[src/rtl/jkff_counter.sv]
// WIDTH-bit bank of JK flip-flops on D storage: parallel load, direct JK control, up/down counter.
// q updates one clk edge after inputs are sampled; tc is combinational; no backpressure.
module jkff_counter #(
  parameter int WIDTH = 4
) (
  input  logic             clk,
  input  logic             rst_n,
  input  logic             load,
  input  logic [WIDTH-1:0] load_val,
  input  logic             mode,
  input  logic [WIDTH-1:0] j,
  input  logic [WIDTH-1:0] k,
  input  logic             en,
  input  logic             up,
  output logic [WIDTH-1:0] q,
  output logic [WIDTH-1:0] qbar,
  output logic             tc
);

  logic [WIDTH-1:0] t;
  logic [WIDTH-1:0] j_sel;
  logic [WIDTH-1:0] k_sel;
  logic [WIDTH-1:0] d;
  logic             carry;

  // Bit i toggles when every lower bit is 1 (up) or 0 (down).
  always_comb begin
    t     = '0;
    carry = 1'b1;
    for (int i = 0; i < WIDTH; i++) begin
      t[i]  = carry;
      carry = carry & (up ? q[i] : ~q[i]);
    end
  end

  always_comb begin
    j_sel = '0;
    k_sel = '0;
    if (load) begin
      j_sel = load_val;
      k_sel = ~load_val;
    end else if (mode) begin
      j_sel = j;
      k_sel = k;
    end else if (en) begin
      j_sel = t;
      k_sel = t;
    end
  end

  assign d = (j_sel & ~q) | (~k_sel & q);

  always_ff @(posedge clk or negedge rst_n) begin
    if (!rst_n) begin
      q <= '0;
    end else begin
      q <= d;
    end
  end

  assign qbar = ~q;

  // Gated by rst_n so the all-zero reset state never reads as a down-count wrap.
  assign tc = rst_n & ~load & ~mode & en & (up ? (&q) : ~(|q));

endmodule
[config.mk]
export PLATFORM = sky130hd
export DESIGN_NAME = jkff_counter
export DESIGN_NICKNAME = d
export VERILOG_FILES = /design/src/rtl/jkff_counter.sv
export SDC_FILE = /design/constraint.sdc
export NUM_CORES = 1
export LEC_CHECK = 0
export CELL_PAD_IN_SITES_DETAIL_PLACEMENT = 0
export CELL_PAD_IN_SITES_GLOBAL_PLACEMENT = 1
export CORE_MARGIN = 3
export CORE_UTILIZATION = 23
export CTS_CLUSTER_SIZE = 16
export DETAILED_ROUTE_END_ITERATION = 16
export HOLD_SLACK_MARGIN = 0.03
export PLACE_DENSITY = 0.88
export SYNTH_ARGS = -nofsm -noshare
export SYNTH_HDL_FRONTEND = slang
export SYNTH_SLANG_ARGS = --single-unit
export TNS_END_PERCENT = 20
[constraint.sdc]
create_clock -name clk -period 3.6 [get_ports clk]
set_input_delay 0.72 -clock clk [delete_from_list [all_inputs] [get_ports clk]]
set_output_delay 0.72 -clock clk [all_outputs]
set_load 0.02 [all_outputs]
==> results.toml <==
[drt]
wl_met1_um = 543
wl_met3_um = 99
routed-wl-met2_um = 482
vias = 466
vias_per_cell = 5.121
drcViolationCount = 0
wl_um = 1135
top_layer_used = "met4"
drt_first_pass_iters = 4
ant_nets = 0
drtIter0Drc = 3
wl_per_cell_um = 12.47

[worst_setup_path]
start_kind = "input pin"
cp.required_ps = 2880
critPathMaxFanout = 4
crit_arrival_ps = 2610
worstSetupPathType = "input pin to output pin"
cp-end-kind = "output pin"

[die]
die_area_um2 = 2140
dieWidth_um = 46.27
start_util = 0.2635
die_y_um = 46.27
rows = 13
core-area_um2 = 1415
num_io_pins = 27

[global_route]
grtUsageTotal = 0.1163
overflow = 0
antenna_found_initial = 0
grt_pass1_wl_um = 1759
grt_pass1_vias = 407
grt_max_degree = 14

[yosys]
ys.flop_type = "dfrtp_1"
synth_top_cell_area_share = 0.2685
synth_area_leaders = "dfrtp_1, inv_1, nand2_1"
synth_edf_count = 0
syn_nets = 64
mappedNetlistArea_um2 = 372.9
synth_top_area_cell = "dfrtp_1"
ys_seq_area_frac = 0.2685
yosysUniqueCellTypes = 30
netlist_instances = 46
syn_area_per_cell_um2 = 8.106
synthArstFlopShare = 1.000
yosysWarnings = 0
ys_ff_latch = 4
synth.top_cells.by_count = "inv_1, nand2_1, dfrtp_1"

[clock_tree]
cts_tree = "built"
worstSkewPairLatency_ps = 230
cts_setup_buffers = 0
cts.path.max_buffers = 2
numCtsBuffers = 3
path_clk_slew_ps = 40
cts_num_sinks = 4
cts_root_buf = "clkbuf_4"
cts.htree.levels = 1

[status]
run_status = "completed"

[flow_run]
drv_cap = 0

[cells_and_area]
drive_above_1_share = 0.1316
n_antenna_cell = 0
top_register = "q"
fill_cells = 152
ff_latch_area_um2 = 100.1
area_growth_pct = 86.24
largest_reg_flops = 4
reg_top3 = "q x4"
multi_input_area_um2 = 251.5
fin_nets = 96

[place]
dpl.hpwl_um = 857.9
io_buffers = 26
place_congestion = 0.7687

[power_and_ir_drop]
report.power.total_mw = 0.2126
power.density_nw_per_um2 = 306.1
irDropWorstVdd_mv = 0.09368
leakagePower_nw = 0.2996

[timing]
finalCritPeriodShare = 0.9248
finalHoldViolations = 0
rsz0062_at_grt = "no"
tightest_slew_ps = 355.0
timing.fmax_ghz = 0.3004
slew_viol_final = 0
period_needed_ps = 3329
slew_headroom = 0.7628
finalSetupViolations = 0
tns_ps = 0
final.setup_skew_ps = 4.002

[hold_path]
hp-class = "input pin to async pin"
-- report_power, final --
group          switching, mW  total [mW]  internal [mW]
Clock                 0.0191      0.0565         0.0374
Sequential            0.0125      0.0635         0.0510
Combinational         0.0390      0.0926         0.0535
Total                 0.0707       0.213          0.142
-- metal layers --
layer	vias up	GRT usage
met1	207	0.1501
met5	-	0
met2	16	0.1593
met4	0	0.08523
met3	2	0.03516
li1	241	-
-- final timing paths --
| check | slack, ps | cells past startpoint | start | end |
|---|---|---|---|---|
| worst max register to register | 1880 | 3 | q[0] | q[2] |
| worst min-delay path | 710 | 1 | rst_n | q[1] |
| max in group asynchronous | 2690 | 1 | rst_n | q[2] |
| worst min register to register | 800 | 3 | q[3] | q[3] |
| min in group clk | 800 | 3 | q[3] | q[3] |
| worst max-delay path | 270 | 6 | up | tc |
-- cells by family after synthesis --
group / after synthesis / share of synthesized area
AO/OA/AOI/OAI: 11 / 0.2450
XOR/XNOR: 1 / 0.02349
buffers and inverters: 7 / 0.07381
flip-flops: 4 / 0.2685
multiplexers: 1 / 0.02685
AND/OR/NAND/NOR: 22 / 0.3625
-- cell usage in the layout, fill, tap and decap left out, drive strengths merged, types with 2 or more instances in the layout --
cell / n
and4: 2
buf: 3
clkbuf: 3
clkdlybuf4s50: 26
dfrtp: 4
inv: 5
nand2: 5
nor2: 3
nor4: 2
o31ai: 2
or3: 2
-- final cells by class --
class	instances	area share
Multi-Input combinational cell	35	0.3622
Sequential cell	4	0.1441
Inverter	5	0.02703
Clock buffer	3	0.03243
Tap cell	15	0.02703
Timing Repair Buffer	29	0.4072
-- metrics by stage --
stage	worst slack, ps	hold WS [ps]	utilization	area (um^2)	std cells
after global routing	66.78	701.6	0.4907	694.4	91
after detailed placement	181.3	767.9	0.4704	665.6	88
after global placement	211.7	749.9	0.4704	665.6	88
final	270.7	710.4	0.4907	694.4	91
after floorplan	885.8	424.4	-	372.9	46
after CTS	181.3	699.6	0.4863	688.2	91
-- what timing repair did --
item                       CTS  global route
resized for setup            0             1
hold buffers                 0             0
setup endpoints to repair    0             1
-- critical path, cell delays in order --
cell and delay (ps):
clkdlybuf4s50_1 500, buf_4 140, and4_2 230, mux2i_1 80
nor4b_1 290, clkdlybuf4s50_1 650
Note: power is estimated with default switching activity, not from simulation.
